**src/rtl/hypot_arb_seq.sv**
```systemverilog
// hypot_arb_seq: two-requester arbiter in front of a sequential hypotenuse unit.
// Computes floor(sqrt(x*x + y*y)) using shift-add squaring followed by a
// restoring square root. Both stages share one 17-bit accumulator.
module hypot_arb_seq (
  input  logic       clk,
  input  logic       rst_n,
  input  logic       ena,
  input  logic       req0,
  input  logic [7:0] x0,
  input  logic [7:0] y0,
  output logic       gnt0,
  input  logic       req1,
  input  logic [7:0] x1,
  input  logic [7:0] y1,
  output logic       gnt1,
  output logic [8:0] res,
  output logic       res_id,
  output logic       res_valid,
  output logic       busy
);

  typedef enum logic [2:0] {IDLE, MULX, MULY, SQRT, DONE} state_t;

  state_t      state, state_n;
  logic [3:0]  cnt, cnt_n;
  logic [16:0] acc;
  logic [16:0] root;
  logic [7:0]  op_x, op_y;
  logic        job_id;
  logic        last_gnt;

  logic        grant0, grant1;
  logic [7:0]  mul_op;
  logic        mul_bit;
  logic [16:0] addend;
  logic [4:0]  shamt;
  logic [16:0] trial_bit;
  logic [17:0] trial;
  logic        fits;
  logic [16:0] root_n;

  // Arbitration and per-step datapath terms. On a tie, the requester that
  // was not granted last wins; last_gnt resets to 1 so req0 wins the first tie.
  always_comb begin
    grant0    = ena && (state == IDLE) && req0 && (!req1 || last_gnt);
    grant1    = ena && (state == IDLE) && req1 && (!req0 || !last_gnt);
    mul_op    = (state == MULX) ? op_x : op_y;
    mul_bit   = mul_op[cnt[2:0]];
    addend    = {9'd0, mul_op} << cnt[2:0];
    shamt     = 5'd16 - {cnt, 1'b0};
    trial_bit = 17'd1 << shamt;
    trial     = {1'b0, root} + {1'b0, trial_bit};
    fits      = {1'b0, acc} >= trial;
    root_n    = fits ? ((root >> 1) + trial_bit) : (root >> 1);
  end

  // Next-state and step-counter logic; nothing advances while ena is low.
  always_comb begin
    state_n = state;
    cnt_n   = cnt;
    if (ena) begin
      case (state)
        IDLE: begin
          if (grant0 || grant1) begin
            state_n = MULX;
            cnt_n   = 4'd0;
          end
        end
        MULX: begin
          if (cnt == 4'd7) begin
            state_n = MULY;
            cnt_n   = 4'd0;
          end else begin
            cnt_n = cnt + 4'd1;
          end
        end
        MULY: begin
          if (cnt == 4'd7) begin
            state_n = SQRT;
            cnt_n   = 4'd0;
          end else begin
            cnt_n = cnt + 4'd1;
          end
        end
        SQRT: begin
          if (cnt == 4'd8) begin
            state_n = DONE;
            cnt_n   = 4'd0;
          end else begin
            cnt_n = cnt + 4'd1;
          end
        end
        DONE: begin
          state_n = IDLE;
        end
        default: begin
          state_n = IDLE;
          cnt_n   = 4'd0;
        end
      endcase
    end
  end

  // State register.
  always_ff @(posedge clk or negedge rst_n) begin
    if (!rst_n) begin
      state <= IDLE;
      cnt   <= 4'd0;
    end else begin
      state <= state_n;
      cnt   <= cnt_n;
    end
  end

  // Datapath: operand capture, squaring, square root and result load.
  // Grant pulses are cleared on every edge so they last exactly one cycle.
  always_ff @(posedge clk or negedge rst_n) begin
    if (!rst_n) begin
      acc      <= 17'd0;
      root     <= 17'd0;
      op_x     <= 8'd0;
      op_y     <= 8'd0;
      job_id   <= 1'b0;
      last_gnt <= 1'b1;
      gnt0     <= 1'b0;
      gnt1     <= 1'b0;
      res      <= 9'd0;
      res_id   <= 1'b0;
    end else begin
      gnt0 <= grant0;
      gnt1 <= grant1;
      if (ena) begin
        case (state)
          IDLE: begin
            if (grant0 || grant1) begin
              op_x     <= grant1 ? x1 : x0;
              op_y     <= grant1 ? y1 : y0;
              job_id   <= grant1;
              last_gnt <= grant1;
              acc      <= 17'd0;
              root     <= 17'd0;
            end
          end
          MULX, MULY: begin
            if (mul_bit) begin
              acc <= acc + addend;
            end
          end
          SQRT: begin
            if (fits) begin
              acc <= acc - trial[16:0];
            end
            root <= root_n;
            if (cnt == 4'd8) begin
              res    <= root_n[8:0];
              res_id <= job_id;
            end
          end
          default: begin
          end
        endcase
      end
    end
  end

  assign res_valid = (state == DONE);
  assign busy      = (state != IDLE);

endmodule

```
**config.mk**
```make
export PLATFORM = sky130hd
export DESIGN_NAME = hypot_arb_seq
export DESIGN_NICKNAME = d
export VERILOG_FILES = /design/src/rtl/hypot_arb_seq.sv
export SDC_FILE = /design/constraint.sdc
export NUM_CORES = 1
export LEC_CHECK = 0
export BUFFER_PORTS_ARGS = -buffer_cell sky130_fd_sc_hd__buf_4
export CAP_MARGIN = 25
export CORE_MARGIN = 2
export CORE_UTILIZATION = 40
export CTS_CLUSTER_DIAMETER = 200
export DETAILED_ROUTE_END_ITERATION = 12
export GPL_TIMING_DRIVEN = 0
export PLACE_DENSITY = 0.58
export SLEW_MARGIN = 20
export SYNTH_ARGS = -nofsm -noshare
export SYNTH_HDL_FRONTEND = slang
export SYNTH_SLANG_ARGS = --single-unit
export TNS_END_PERCENT = 20
```
**constraint.sdc**
```tcl
create_clock -name clk -period 8.5 [get_ports clk]
set_input_delay 0.425 -clock clk [delete_from_list [all_inputs] [get_ports clk]]
set_output_delay 0.425 -clock clk [all_outputs]
set_load 0.05 [all_outputs]
```
==> results of run 1 <==
-- routing by layer --
layer / routed length, um / vias to the layer above / GRT usage / share of wire
li1: - / 3023 / - / -
met1: 8830 / 2741 / 0.311 / 0.50
met2: 7850 / 126 / 0.337 / 0.44
met3: 790 / 22 / 0.0391 / 0.044
met4: 308 / 0 / 0.0588 / 0.017
met5: 0 / - / 0 / 0
-- final cells by class --
class	instances	share of cell area
Clock inverter	7	0.00827
Timing Repair Buffer	51	0.0547
Multi-Input combinational cell	673	0.591
Inverter	34	0.0172
Tap cell	216	0.0365
Buffer	38	0.0223
Sequential cell	71	0.240
Clock buffer	9	0.0304
-- state kept, by name, summed over array words and instances (netlist names) --
name,count
acc,17
root,17
res,9
op_x,8
op_y,8
cnt,4
state,3
gnt0,1
gnt1,1
job_id,1
last_gnt,1
res_id,1
-- worst min-delay path, delay by kind of cell --
family / cells / cell delay, ps
compound gates: 1 / 70
buf+inv: 1 / 110
simple gates: 1 / 50
-- cells by family after synthesis --
logic type      Yosys count  share of synthesized area
fa+ha+maj                58                      0.114
compound gates          229                      0.220
buf+inv                  72                     0.0454
simple gates            310                      0.223
mux                      26                     0.0543
xor+xnor                 50                     0.0679
flops                    71                      0.276
-- through the flow --
stage | instance area (um^2) | hold WS, ps | utilization | setup WS [ps]
2_1_floorplan | 6450 | 129 | - | 2660
3_3_place_gp | 7090 | 463 | 0.448 | 879
4_1_cts | 7370 | 279 | 0.466 | 904
3_5_place_dp | 7090 | 463 | 0.448 | 909
5_1_grt | 7410 | 339 | 0.468 | 255
6_report | 7410 | 338 | 0.468 | 872
-- cells in the mapped netlist (5+ instances only) --
| cell | n | area share |
|---|---|---|
| a21oi_1 | 43 | 0.033 |
| a31o_2 | 5 | 0.0068 |
| a31oi_1 | 30 | 0.029 |
| and2_1 | 15 | 0.015 |
| and3_1 | 6 | 0.0058 |
| clkbuf_1 | 31 | 0.018 |
| dfrtp_1 | 70 | 0.27 |
| ha_1 | 57 | 0.11 |
| inv_1 | 33 | 0.019 |
| mux2_2 | 6 | 0.010 |
| mux2i_1 | 14 | 0.022 |
| nand2_1 | 138 | 0.080 |
| nand2b_1 | 7 | 0.0068 |
| nand3_1 | 12 | 0.0093 |
| nand4_1 | 8 | 0.0078 |
| nor2_1 | 74 | 0.043 |
| nor2b_1 | 20 | 0.019 |
| nor3_1 | 9 | 0.0070 |
| o21a_1 | 5 | 0.0058 |
| o21ai_0 | 85 | 0.066 |
| o22ai_1 | 6 | 0.0058 |
| o31ai_1 | 6 | 0.0070 |
| or2_2 | 7 | 0.0068 |
| xnor2_1 | 23 | 0.031 |
| xor2_1 | 27 | 0.037 |
-- cell usage in the layout (no fill, tap or decap), drive strengths merged, types with 23 or more instances in the layout --
cell and n:
clkbuf 41, dfrtp 70, xor2 27, a31oi 30, o21ai 85, ha 57
buf 56, a21oi 43, nand2 138, inv 37, nor2 74, xnor2 23
-- how the worst max path moves through the flow --
stage	from	endpoint	slack, ps	depth (start not counted)
global placement	cnt[1]	root[8]	880	25
CTS	cnt[1]	root[8]	900	25
detailed placement	cnt[1]	root[8]	910	25
global route	cnt[1]	root[8]	250	25
finish	cnt[1]	root[8]	870	25
floorplan	cnt[1]	root[8]	2660	26
==> summary.txt, run 1 <==
Run status
  – Status: finished clean

Routing
  – Vias/cell: 5.38
  – Vias: 5912
  – Initial DRC count: 446
  – WL per Instance: 16.2 um
  – Drt drc: 0
  – Antenna Nets Post-Route: 0
  – TritonRoute pass-1 iters: 6
  – WL final: 17800 um

STA
  – Final Hold Viols: 0
  – Slew Limit Headroom: 0.372
  – Tmin final: 7630 ps
  – Clock skew: 13.2 ps
  – Final setup fails: 0
  – Max Fclk: 131 MHz
  – Slew Viols, Final: 0
  – Crit share post-route: 0.897
  – Worst-Margin Slew: 941 ps
  – RSZ-0062 raised after global routing: false
  – Setup TNS: 0 ps

Place
  – Placed Instances: 1081
  – Dpl hpwl: 13800 um
  – Port Buffers: 49
  – RePlAce Congestion: 0.935

Logic synthesis
  – Syn. warnings: 0
  – Seq/Total Area, Yosys: 0.276
  – Post-Syn Area per Cell: 7.90 um^2
  – Cell count after synthesis: 816
  – Synth cell types: 69
  – Post-Syn Area: 0.00645 mm^2
  – Post-synthesis async set-or-reset flop share: 1.00
  – EDFF count, synth: 0
  – Seq cells post-synth: 71
  – Top FF cell, synth: dfrtp_1
  – Syn_nets: 911

Die
  – Die ar.: 0.0172 mm^2
  – Core Area: 0.0158 mm^2
  – Die width: 131 um
  – Die Span Y: 131 um
  – Row cnt: 46
  – # IOs: 51
  – Initial Utilization: 0.407

Cells and area
  – Area grow syn2layout: 14.9%
  – Fill count: 1606
  – Share of layout cells above drive strength 1: 0.116
  – Number of diodes: 0
  – Register Area: 0.00178 mm^2
  – Final non-filler cell total: 1099
  – Nets@finish: 973
  – Area of the multi-input gates: 0.00438 mm^2

Worst hold path
  – Hold crit path type: in -> reg
  – Hold Path Cell Cnt: 3
  – Worst hold start: x0[5]
  – Hold endpoint: op_x[5]

Worst setup path
  – Crit path top cell by count: clkbuf_1
  – Critical path class: reg -> reg
  – R2r setup slk: 870 ps
  – Crit path max-delay cell type: a311oi_1
  – Worst r2r path cells: 25
  – Worst Path Buf+Inv: 6
  – Critical Path Sink Type: register
  – CP delay by family, top: compound AO/OA/AOI/OAI gates
  – CP startpoint kind: register
  – Crit path DAT: 7860 ps
  – Reg2reg end: root[8]
  – CP max stage delay: 620 ps
  – WP data required: 8730 ps
  – CP Max Fanout: 12
  – Reg-to-reg startpoint: cnt[1]

Clock tree
  – Hold bufs inserted after CTS: 0
  – CTS root buf: clkbuf_16
  – Clock transition at path regs: 80 ps
  – CTS max path bufs: 2
  – CTS tree: yes
  – Inserted Clock Buffers: 9
  – Clock sink total: 71
  – PostCTS Resize Cnt: 0
  – H-tree Lvls: 3
  – Worst-Skew Late Latency: 350 ps
  – Total setup buffers inserted after CTS: 0

GRT
  – GR Overflow Total: 0
  – Initial antenna violation count: 0
  – Global-route wire length before repair: 29000 um
  – Largest net degree at the start of global routing: 72
  – Vias in the first global route: 5552
  – Total GRT Usage: 0.217

Flow run
  – Maxcap violations: 0
Power of run 1 is not shown: default switching activity piles up to over one toggle a cycle in this logic, so the estimate is an artifact.
==> run 2: changes to the inputs <==
- clock period: 8.5 -> 7.6 ns (I/O delays scaled with it)
==> run 2 against run 1 <==
  * Maximum frequency is 8.8% higher
  * Global-route usage unchanged
  * Clock skew decreased by 0.99 ps
  * Largest cell class unchanged
==> summary.txt, run 2 (synthesized netlist as in run 1, its figures left out) <==
Worst setup path
  – WP data required: 7830 ps
  – Critical Path Sink Type: register
  – Critical path class: reg -> reg
  – Crit path DAT: 7240 ps
  – CP Max Fanout: 15
  – CP startpoint kind: register

Die
  – Die width: 131 um
  – # IOs: 51
  – Initial Utilization: 0.407
  – Die Span Y: 131 um
  – Die ar.: 0.0172 mm^2
  – Core Area: 0.0158 mm^2
  – Row cnt: 46

STA
  – Final Hold Viols: 0
  – Max Fclk: 143 MHz
  – RSZ-0062 raised after global routing: false
  – Tmin final: 7010 ps
  – Slew Limit Headroom: 0.382
  – Setup TNS: 0 ps
  – Slew Viols, Final: 0
  – Final setup fails: 0
  – Crit share post-route: 0.922
  – Clock skew: 12.2 ps
  – Worst-Margin Slew: 926 ps

Routing
  – Drt drc: 0
  – Antenna Nets Post-Route: 0
  – WL per Instance: 16.3 um
  – TritonRoute pass-1 iters: 5
  – Vias/cell: 5.41
  – Initial DRC count: 468
  – WL final: 17800 um
  – Vias: 5931

Place
  – Port Buffers: 49
  – RePlAce Congestion: 0.935
  – Dpl hpwl: 13800 um

Cells and area
  – Area grow syn2layout: 14.9%
  – Top flop regs: acc: 17 flops, root: 17 flops, res: 9 flops
  – Nets@finish: 971
  – Number of diodes: 0
  – Most common cell after layout, fill and taps aside: nand2_1
  – Most frequent cells in the layout: nand2_1, o21ai_0, nor2_1
  – Share of layout cells above drive strength 1: 0.119

GRT
  – Global-route wire length before repair: 29000 um
  – Initial antenna violation count: 0
  – Largest net degree at the start of global routing: 72
  – Vias in the first global route: 5552
  – GR Overflow Total: 0
  – Total GRT Usage: 0.217

Worst hold path
  – Hold crit path type: in -> reg

Clock tree
  – H-tree Lvls: 3
  – Worst-Skew Late Latency: 350 ps
  – CTS max path bufs: 2
  – Inserted Clock Buffers: 9
  – CTS root buf: clkbuf_16
  – Clock sink total: 71
  – CTS tree: yes
  – Clock transition at path regs: 80 ps

Flow run
  – Maxcap violations: 0

Run status
  – Status: finished clean
==> run 2: changes by cell type in the layout (fill, tap and decap cells not counted) <==
cell / previous run / this run
a311oi_1: 2 / 1
clkbuf_2: 1 / 3
clkbuf_1: 31 / 28
a311oi_2: 0 / 1
buf_1: 1 / 0
==> run 2: area by class of cell <==
| type | count | area, um^2 |
|---|---|---|
| Buffer | 36 | 160 |
| Clock buffer | 9 | 225 |
| Clock inverter | 7 | 61.3 |
| Fill cell | 1603 | 8420 |
| Inverter | 34 | 128 |
| Multi-Input combinational cell | 673 | 4380 |
| Sequential cell | 71 | 1780 |
| Tap cell | 216 | 270 |
| Timing Repair Buffer | 51 | 405 |
==> run 2: worst paths after layout <==
check | cells past startpoint | from | slack (ps) | end
max | 24 | cnt[1] | 590 | root[8]
min | 3 | x0[5] | 290 | op_x[5]
max reg2reg | 24 | cnt[1] | 590 | root[8]
min reg2reg | 2 | last_gnt | 470 | last_gnt
max in group asynchronous | 3 | rst_n | 6490 | last_gnt
min in group asynchronous | 2 | rst_n | 480 | root[16]
==> run 2: worst max-delay path, stage by stage (launching register included) <==
cell and delay, ps:
dfrtp_1 450, clkbuf_1 250, inv_1 480, ha_1 320
nand2b_1 90, o32ai_1 310, clkbuf_1 350, and2_1 220
ha_1 280, a31o_2 220, a31oi_1 250, o31ai_1 160
a21oi_1 250, o21bai_1 150, a21oi_1 190, xor2_1 290
ha_1 230, a2111o_1 160, o22ai_1 80, or3_1 350
a311oi_2 470, clkbuf_1 420, clkbuf_2 380, a21oi_1 200
a32o_1 300
==> run 2: per-stage QoR <==
step	instance area, um^2	util	std cells	hold slack [ps]	worst slack [ps]
floorplan	6450	-	816	84.4	1760
global placement	7090	0.448	1081	463	-21.3
detailed placement	7090	0.448	1081	463	9.39
CTS	7370	0.466	1097	234	3.51
global route	7410	0.468	1097	294	64.7
finish	7410	0.468	1097	293	592
==> run 2: timing repair <==
action                                 4_1_cts  5_1_grt
endpoints found under the hold margin        0       21
resized for setup                            0        5
setup buffers                                0        0
setup endpoints to repair                    0       34
hold buffers                                 0        1
==> run 2: per-layer routing <==
layer  wire (um)  global-route usage  share of wire
met1        8950               0.311           0.50
met2        7960               0.337           0.45
met3         635              0.0391          0.036
met4         286              0.0588          0.016
met5           0                   0              0
Power of run 2 is left out for the same reason.
==> run 3: changes to the inputs <==
- CORE_MARGIN: 2 -> 4
==> run 3 against run 2 <==
  * Maximum frequency increased by 2.1%
  * Hold slack improved by 2.3 ps
  * Critical endpoint is now acc[2]
  * Critical path type unchanged
  * Utilization increased by 0.23 points
  * Highest routed layer unchanged
  * Flip-flop and latch count unchanged
  * Via count increased by 0.17%
==> summary.txt, run 3 (synthesized netlist as in run 1, its figures left out) <==
Run status
  – Status: finished clean

Worst setup path
  – CP delay by family, top: compound AO/OA/AOI/OAI gates
  – Critical Path Sink Type: register
  – WP data required: 7810 ps
  – Critical path class: reg -> reg
  – Crit path top cell by count: clkbuf_1
  – Crit path max-delay cell type: dfrtp_1
  – CP Max Fanout: 10
  – CP max stage delay: 460 ps
  – CP startpoint kind: register
  – Worst Path Buf+Inv: 5
  – Worst path cell trace: clkbuf_1, clkinvlp_4, ha_1, nand2b_1, o32ai_1, clkbuf_1, and2_1, ha_1, a31o_2, a31oi_1, o31ai_1, a21oi_1, o21bai_1, a21oi_1, xor2_1, ha_1, a2111o_1, o22ai_1, or3_1, a311oi_2, o221a_2, clkbuf_1, clkbuf_1, o21ai_0
  – R2r setup slk: 740 ps
  – Crit path DAT: 7070 ps

Routing
  – Antenna Nets Post-Route: 0
  – WL final: 17700 um
  – Vias: 5941
  – Drt drc: 0
  – Vias/cell: 5.39
  – Initial DRC count: 340
  – WL per Instance: 16.0 um
  – TritonRoute pass-1 iters: 5

Clock tree
  – Worst-Skew Late Latency: 350 ps
  – H-tree Lvls: 3
  – Clock transition at path regs: 70 ps
  – CTS tree: yes
  – Inserted Clock Buffers: 9
  – Clock sink total: 71
  – CTS max path bufs: 2
  – CTS root buf: clkbuf_16

GRT
  – Initial antenna violation count: 0
  – Total GRT Usage: 0.201
  – GR Overflow Total: 0
  – Largest net degree at the start of global routing: 72
  – Global-route wire length before repair: 29300 um
  – Vias in the first global route: 5596
  – Met3 usage: 0.0335
  – GR peak layer: met2
  – M1 GR Usage: 0.298
  – GRT met2 Usage: 0.305

STA
  – Clock skew: 12.3 ps
  – Slew Limit Headroom: 0.394
  – Tmin final: 6860 ps
  – Worst-Margin Slew: 908 ps
  – Final setup fails: 0
  – Setup TNS: 0 ps
  – Crit share post-route: 0.903
  – Final Hold Viols: 0
  – Slew Viols, Final: 0
  – RSZ-0062 raised after global routing: false
  – Max Fclk: 146 MHz

Die
  – Die ar.: 0.0182 mm^2
  – Die width: 135 um
  – Die Span Y: 135 um
  – # IOs: 51
  – Core Area: 0.0158 mm^2
  – Initial Utilization: 0.407
  – Row cnt: 46

Cells and area
  – Number of diodes: 0
  – Share of layout cells above drive strength 1: 0.124
  – Top flop regs: acc: 17 flops, root: 17 flops, res: 9 flops
  – Fill count: 1611
  – Most frequent cells in the layout: nand2_1, o21ai_0, nor2_1
  – Most common cell after layout, fill and taps aside: nand2_1
  – Area grow syn2layout: 15.5%
  – Nets@finish: 976

Flow run
  – Maxcap violations: 0

Worst hold path
  – Hold crit path type: in -> reg

Place
  – Dpl hpwl: 13800 um
  – RePlAce Congestion: 0.923
  – Port Buffers: 49
[run 3: what timing repair did]
action | in CTS | in global routing
resized for setup | 0 | 6
setup buffers | 0 | 4
hold buffers | 0 | 1
setup endpoints to repair | 0 | 37
endpoints found under the hold margin | 0 | 22
[run 3: cell type report]
class | instances | area, um^2 | area share
Buffer | 37 | 164 | 0.0220
Timing Repair Buffer | 55 | 435 | 0.0585
Inverter | 34 | 131 | 0.0176
Sequential cell | 71 | 1780 | 0.239
Clock buffer | 9 | 225 | 0.0302
Clock inverter | 7 | 60.1 | 0.00806
Multi-Input combinational cell | 673 | 4380 | 0.589
Tap cell | 216 | 270 | 0.0363
[run 3: path summary, 6_finish.rpt]
check	start	end	depth (start not counted)
setup / recovery	cnt[1]	acc[2]	24
hold / removal	y0[4]	op_y[4]	3
setup reg to reg	cnt[1]	acc[2]	24
hold reg to reg	last_gnt	last_gnt	2
max in group asynchronous	rst_n	last_gnt	3
min in group asynchronous	rst_n	root[16]	2
[run 3: tightest hold or removal path, stage by stage]
cell and delay, ps:
buf_4 110, nand2_1 50, a31oi_1 70
[run 3: stage by stage]
| stage | instances | worst slack (ps) | util | hold slack [ps] | instance area [um^2] |
|---|---|---|---|---|---|
| 2_1_floorplan | 816 | 1760 | - | 84.4 | 6450 |
| 3_3_place_gp | 1081 | 21.7 | 0.448 | 461 | 7090 |
| 3_5_place_dp | 1081 | 45.7 | 0.448 | 457 | 7090 |
| 4_1_cts | 1097 | 43.6 | 0.466 | 222 | 7370 |
| 5_1_grt | 1102 | 77.7 | 0.471 | 293 | 7450 |
| 6_report | 1102 | 735 | 0.471 | 296 | 7450 |
[run 3: per-layer routing]
layer	vias to the layer above	wire length (um)
li1	3044	-
met1	2743	8940
met2	136	7620
met3	18	756
met4	0	335
met5	-	0
Power of run 3 is left out for the same reason.
